`src/rtl/pipe_pkg.sv`:
```
// Shared types for the fd/de/ew pipeline sequencer and the datapath registers it drives.
package pipe_pkg;

    typedef enum logic [1:0] {
        UPD_HOLD = 2'b00,
        UPD_ADV  = 2'b01,
        UPD_CLR  = 2'b10
    } upd_t;

    typedef enum logic [1:0] {
        MODE_IDLE = 2'd0,
        MODE_LOAD = 2'd1,
        MODE_EXEC = 2'd2,
        MODE_STOP = 2'd3
    } mode_t;

    localparam int LAT_W_DEF  = 5;
    localparam int PERF_W_DEF = 32;

endpackage

```
`src/rtl/pipe_lat_cnt.sv`:
```
// Execute latency counter: counts up to the requested wait time and flags completion
// once the count matches and no transfer is in flight.
module pipe_lat_cnt
    import pipe_pkg::*;
#(
    parameter int LAT_W = LAT_W_DEF
) (
    input  logic             clk,
    input  logic             rstn,
    input  logic             i_en,
    input  logic [LAT_W-1:0] i_wait,
    input  logic             i_busy,
    output logic             o_done
);

    logic [LAT_W-1:0] r_lat;

    assign o_done = i_en && (r_lat == i_wait) && !i_busy;

    // Saturates at the wait time so a busy execute simply parks here until released.
    always_ff @(posedge clk) begin
        if (!rstn || !i_en) begin
            r_lat <= '0;
        end else if (o_done) begin
            r_lat <= '0;
        end else if (r_lat < i_wait) begin
            r_lat <= r_lat + LAT_W'(1);
        end
    end

endmodule

```
`src/rtl/pipe_ctrl.sv`:
```
// Run-mode sequencer and per-register update-code generator for the fd/de/ew pipeline.
// Optional performance counters are built when PIPE_CTRL_PERF_EN is defined.
module pipe_ctrl
    import pipe_pkg::*;
#(
    parameter int LAT_W  = LAT_W_DEF,
    parameter int PERF_W = PERF_W_DEF
) (
    input  logic              clk,
    input  logic              rstn,
    input  logic              aa_received,
    input  logic              aa_sent,
    input  logic              load_done,
    input  logic              d_hazard,
    input  logic [LAT_W-1:0]  e_wait_time,
    input  logic              e_busy,
    input  logic              e_redirect,
    input  logic              e_stop,
    output upd_t              fd_update,
    output upd_t              de_update,
    output upd_t              ew_update,
    output logic              e_start,
    output logic              exec_done,
    output mode_t             mode,
    output logic [PERF_W-1:0] perf_cycles,
    output logic [PERF_W-1:0] perf_stalls,
    output logic [PERF_W-1:0] perf_flush
);

    mode_t r_mode, w_mode_nxt;
    logic  r_ld_f, r_ak_f;
    logic  r_e_start;
    logic  w_exec_done;
    logic  w_in_exec;
    logic  w_ld_any, w_ak_any;

    assign w_in_exec = (r_mode == MODE_EXEC);
    assign w_ld_any  = r_ld_f | load_done;
    assign w_ak_any  = r_ak_f | aa_sent;

    pipe_lat_cnt #(.LAT_W(LAT_W)) u_lat (
        .clk    (clk),
        .rstn   (rstn),
        .i_en   (w_in_exec),
        .i_wait (e_wait_time),
        .i_busy (e_busy),
        .o_done (w_exec_done)
    );

    always_ff @(posedge clk) begin
        if (!rstn) r_mode <= MODE_IDLE;
        else       r_mode <= w_mode_nxt;
    end

    always_comb begin
        w_mode_nxt = r_mode;
        case (r_mode)
            MODE_IDLE: if (aa_received)            w_mode_nxt = MODE_LOAD;
            MODE_LOAD: if (w_ld_any && w_ak_any)   w_mode_nxt = MODE_EXEC;
            MODE_EXEC: if (w_exec_done && e_stop)  w_mode_nxt = MODE_STOP;
            default:                               w_mode_nxt = r_mode;
        endcase
    end

    // Boot handshake pulses may arrive in either order, so each is latched until both are seen.
    always_ff @(posedge clk) begin
        if (!rstn) begin
            r_ld_f <= 1'b0;
            r_ak_f <= 1'b0;
        end else if (r_mode == MODE_LOAD) begin
            if (load_done) r_ld_f <= 1'b1;
            if (aa_sent)   r_ak_f <= 1'b1;
        end
    end

    // Suppressed on the STOP transition so e_start never pulses outside EXEC.
    always_ff @(posedge clk) begin
        if (!rstn) r_e_start <= 1'b0;
        else       r_e_start <= w_exec_done && (w_mode_nxt == MODE_EXEC);
    end

    always_comb begin
        fd_update = UPD_CLR;
        de_update = UPD_CLR;
        ew_update = UPD_CLR;
        case (r_mode)
            MODE_EXEC: begin
                if (!w_exec_done) begin
                    fd_update = UPD_HOLD;
                    de_update = UPD_HOLD;
                    ew_update = UPD_HOLD;
                end else if (e_redirect) begin
                    fd_update = UPD_CLR;
                    de_update = UPD_CLR;
                    ew_update = UPD_ADV;
                end else if (d_hazard) begin
                    fd_update = UPD_HOLD;
                    de_update = UPD_CLR;
                    ew_update = UPD_ADV;
                end else begin
                    fd_update = UPD_ADV;
                    de_update = UPD_ADV;
                    ew_update = UPD_ADV;
                end
            end
            MODE_STOP: begin
                fd_update = UPD_HOLD;
                de_update = UPD_HOLD;
                ew_update = UPD_HOLD;
            end
            default: begin
                fd_update = UPD_CLR;
                de_update = UPD_CLR;
                ew_update = UPD_CLR;
            end
        endcase
    end

    assign e_start   = r_e_start;
    assign exec_done = w_exec_done;
    assign mode      = r_mode;

`ifdef PIPE_CTRL_PERF_EN
    logic [PERF_W-1:0] r_cycles, r_stalls, r_flush;
    logic              w_stall, w_flush;

    assign w_stall = w_in_exec && (!w_exec_done || (!e_redirect && d_hazard));
    assign w_flush = w_exec_done && e_redirect;

    always_ff @(posedge clk) begin
        if (!rstn) begin
            r_cycles <= '0;
            r_stalls <= '0;
            r_flush  <= '0;
        end else begin
            if (w_in_exec && r_cycles != '1) r_cycles <= r_cycles + PERF_W'(1);
            if (w_stall   && r_stalls != '1) r_stalls <= r_stalls + PERF_W'(1);
            if (w_flush   && r_flush  != '1) r_flush  <= r_flush  + PERF_W'(1);
        end
    end

    assign perf_cycles = r_cycles;
    assign perf_stalls = r_stalls;
    assign perf_flush  = r_flush;
`else
    assign perf_cycles = '0;
    assign perf_stalls = '0;
    assign perf_flush  = '0;
`endif

endmodule

```
`config.mk`:
```
export PLATFORM = sky130hd
export DESIGN_NAME = pipe_ctrl
export DESIGN_NICKNAME = d
export VERILOG_FILES = /design/src/rtl/pipe_pkg.sv /design/src/rtl/pipe_lat_cnt.sv /design/src/rtl/pipe_ctrl.sv
export SDC_FILE = /design/constraint.sdc
export NUM_CORES = 1
export LEC_CHECK = 0
export CAP_MARGIN = 20
export CORE_AREA = 2 2 77 79
export CTS_CLUSTER_SIZE = 40
export DETAILED_ROUTE_END_ITERATION = 10
export DIE_AREA = 0 0 79 81
export GPL_ROUTABILITY_DRIVEN = 0
export HOLD_SLACK_MARGIN = 0.12
export PLACE_DENSITY = 0.7
export SLEW_MARGIN = 25
export SYNTH_ARGS = -nofsm -noshare
export SYNTH_HDL_FRONTEND = slang
export SYNTH_SLANG_ARGS = --single-unit
export TNS_END_PERCENT = 100
```
`constraint.sdc`:
```
create_clock -name clk -period 2.09 [get_ports clk]
set_input_delay 0.3135 -clock clk [delete_from_list [all_inputs] [get_ports clk]]
set_output_delay 0.3135 -clock clk [all_outputs]
set_load 0.005 [all_outputs]
```
==> results summary <==
The met1 usage is 6.69%. Setup repair after global routing left no endpoint under its margin. By count the netlist is led by 97 x sky130_fd_sc_hd__buf_4, 10 x sky130_fd_sc_hd__dfxtp_1, 8 x sky130_fd_sc_hd__nand2_1. Max-cap violations in this run came to 0. The initial antenna violation count came to 0. The number of vias per cell came out at roughly 3. The post-layout net count came out at 230. Derived from the worst setup path, the maximum achievable clock frequency is 0.503 GHz.

Grouping stages by cell kind, the critical path spends the most delay in buffers and inverters. The area added between synthesis and finish is 14.6%. The worst register-to-register path begins at u_lat.r_lat[1]. The area of the mapped netlist came out at 0.00135 sq mm. In this design, the stage delay of the slowest critical-path cell is 280 ps.

The share of the clock period used by the worst path came out at 95.1%. The power density over the cells came out at approximately 350 mW/mm^2. The routing usage on met2 came out at between 10% and 20%.

The cell at the slowest stage of the critical path is sky130_fd_sc_hd__nor4b_4. Global routing consumed, on the met3 layer, under 10% of the routing resources. The CTS tree is built. The area share of fa/ha/maj cells after synthesis came out at 5.56%. The multiplexer share of the synthesized area came out at 1.57%.

The deepest level of the CTS H-tree is 1. The clock sink count is 10. The clock latency on the worst-skew pair came out at 230 ps.

The synthesized design contains 0 enable-type register cells. The total non-filler cell area in the finished layout is 0.00155 sq mm. The path class of the tightest hold or removal check is reg -> reg. In this run, distinct cell masters in the synthesized netlist total 31. In this run, synthesis produced a sequential element count of 10. The floorplan step set the die height to 81 microns. Summed over its instances, the top area cell type makes up a little over half of the synthesized netlist area. The via count of the first global-routing pass is 701. The initial DRC count came out at 8.

The initial utilization of the core area, before any placement, comes to 23.8%. The average instance in the mapped netlist occupies 8.14 sq um. The worst register-to-register path has a depth of 6. The clock transition at the registers of the reported paths is 40 ps.

Counting I/O delays and the setup requirement, the final critical path takes approximately 2000 ps. Of all flip-flops after synthesis, the portion carrying an async set or reset was 0%. The number of cells in the design after placement came out at 276. The remaining global-route overflow came out at 0. The die width is 79 microns. The maximum fanout count along the critical path is 2.

The run finished with clean final reports. In this run the most used layer during global routing was met2. By area, the combinational part of the netlist is dominated by buffers and inverters. Counting the fill cells in the layout gives ~630. Across all register-to-register paths, the minimum setup slack is 350 ps.

The worst supply voltage drop on vdd is 0.131 mV. The endpoint identified for the worst register-to-register timing path is u_lat.r_lat[3]. Buffers placed on the I/O ports in this run total 23. STA classifies the critical path startpoint as an input port.

Traced cell by cell, the critical path runs through dlygate4sd2_1 -> ha_4 -> nand2_2 -> nor4b_4 -> buf_4 -> buf_4 -> nand2_1 -> nand2_1 -> buf_2. The pin count of the biggest net entering global routing is 6. Between clock sinks in the finished design, the worst skew comes to 1.89 ps. The floorplan core area is 0.00568 sq mm. sky130_fd_sc_hd__buf_4 is the most common cell in the netlist. The number of max-slew violations in the final report came out at 0. The maximum root-to-sink buffer count came out at 2. The number of instances in the synthesized netlist is 166. 120 I/O pins were placed. The count of unresolved DRC violations after routing is 0. The layout cell share with drive strength beyond 1 is a little under a quarter. The multi-input combinational cell area is ~840 sq um. The tightest hold path in the finished design has a slack of between 400 and 500 ps. Of all cell types, the one taking the most synthesized area is sky130_fd_sc_hd__buf_4. By area the synthesized netlist is led by sky130_fd_sc_hd__buf_4 54%, sky130_fd_sc_hd__dfxtp_1 15%, sky130_fd_sc_hd__ha_1 5.6%. The summed negative setup slack over all endpoints came out at 0 ps. The wire length after detailed routing is 2.13 mm. The leakage power is about 0.8 nW. The number of buffers added to fix hold violations after cts came out at 0. The critical path data arrival time is 1670 ps. STA classifies the critical path endpoint as an output port. The buffers plus inverters on the worst setup path is 4.

The final route contains 871 vias. The synthesized netlist devotes under 10% of its cell area to XOR and XNOR gates. The die area is 0.00640 sq mm.

Across every metal layer, demand over resource in global routing totals 6.60%. In the final routed layout, each cell accounts on average for 7.51 microns. The sequential standard cell area came out at 205 sq um. The fraction of the mapped netlist area in compound gates is 5.93%. Among all flip-flop cells after synthesis, the most frequent one is sky130_fd_sc_hd__dfxtp_1. The number of standard-cell rows in the floorplan came out at 28.

The global-route wire length before repair came out at 3.17 mm. The worst hold path cell count came out at 2. The setup path with the least slack is of type in -> out.

For hold timing, the worst endpoint is r_ak_f. Summing the areas of all and, or, nand and nor instances in the mapped netlist gives 14.1% of the synthesized area. In this run the clock root is driven by a sky130_fd_sc_hd__clkbuf_8. At the worst endpoint, the required time is 1780 ps. The overall power after layout came out at roughly 0.54 mW. Yosys printed 0 warnings. The finished layout holds ~280 standard cells, fillers aside. The post-detailed-placement half-perimeter wirelength is 1.82 mm. The number of antenna diodes in the final layout is 0. Setup violations remaining at the end of the flow were counted as 0.

The startpoint of the tightest hold check path is r_ak_f. The number of hold-slack violations in the final timing report came out at 0. The first detailed-routing pass took 3 iterations. The count of antenna-violating nets left after detailed routing came out at 0. Buffers inserted during clock tree synthesis total 3. The cell area reported after detailed placement came out at 0.00141 sq mm. The share of the Yosys chip area taken by registers is 14.8%.
[what timing repair did]
| item | CTS | global route |
|---|---|---|
| setup buffers | 4 | 0 |
| hold endpoints to repair | 0 | 0 |
| pin swaps | 7 | 3 |
| gates resized for setup | 37 | 7 |
| endpoints found under the setup margin | 6 | 5 |
[layer usage]
metal,vias up,routed length [microns]
met3,0,305
met2,67,1070
met4,0,0
li1,422,-
met5,-,0
met1,382,752
[cells in the final DEF (no fill, tap or decap), types with 4 or more instances in the layout]
| cell type | n |
|---|---|
| sky130_fd_sc_hd__nor2_1 | 6 |
| sky130_fd_sc_hd__ha_4 | 5 |
| sky130_fd_sc_hd__dfxtp_1 | 6 |
| sky130_fd_sc_hd__inv_2 | 6 |
| sky130_fd_sc_hd__clkdlybuf4s50_1 | 12 |
| sky130_fd_sc_hd__dlygate4sd2_1 | 6 |
| sky130_fd_sc_hd__dfxtp_2 | 4 |
| sky130_fd_sc_hd__buf_4 | 18 |
| sky130_fd_sc_hd__conb_1 | 96 |
| sky130_fd_sc_hd__nand2_1 | 6 |
| sky130_fd_sc_hd__nor2b_1 | 4 |
[layout make-up]
class,count,share of cell area [%]
multi-input combinational,147,54.5
timing repair buffer,41,21.8
tap,75,6.06
inverter,7,1.70
clock buffer,3,2.67
sequential,10,13.2
[report_power, final]
group / switching, mW / internal (mW)
Sequential: 0.00436 / 0.198
Combinational: 0.0826 / 0.0610
Clock: 0.0646 / 0.125
Total: 0.152 / 0.384
[per-stage QoR]
stage / util (%) / setup WS, ps
final: 27.3 / 102
after global routing: 27.3 / 2.46
after CTS: 27.1 / 22.9
after detailed placement: 24.8 / -665
after global placement: 24.8 / -580
after floorplan: - / 158
[logic make-up (layout without fill, tap and decap cells)]
kind of cell | count (synthesis) | count (layout)
adders and majority gates | 6 | 6
buffers and inverters | 104 | 51
AOI/OAI and AO/OA | 10 | 10
and+or+nand+nor | 30 | 30
muxes | 2 | 2
xor gates and xnor gates | 3 | 3
other | 1 | 96
DFF | 10 | 10
[flip-flops by register name, indices dropped and copies added (netlist names)]
register     count
e_start          1
mode             2
r_ak_f           1
r_ld_f           1
u_lat.r_lat      5
[how the worst max path moves through the flow]
stage	start	to	cells after the start
2_1_floorplan	u_lat.r_lat[0]	fd_update[0]	6
3_3_place_gp	e_wait_time[3]	de_update[0]	7
3_5_place_dp	e_wait_time[2]	fd_update[0]	7
4_1_cts	u_lat.r_lat[0]	de_update[1]	8
5_1_grt	u_lat.r_lat[0]	fd_update[1]	9
6_report	e_wait_time[0]	fd_update[1]	9
[worst min-delay path: cells and delay by family, from the launching register on]
family,cells,cell delay (ps)
DFF,1,320
and+or+nand+nor,1,90
AOI/OAI and AO/OA,1,40
Note: power is estimated with default switching activity, not from simulation.
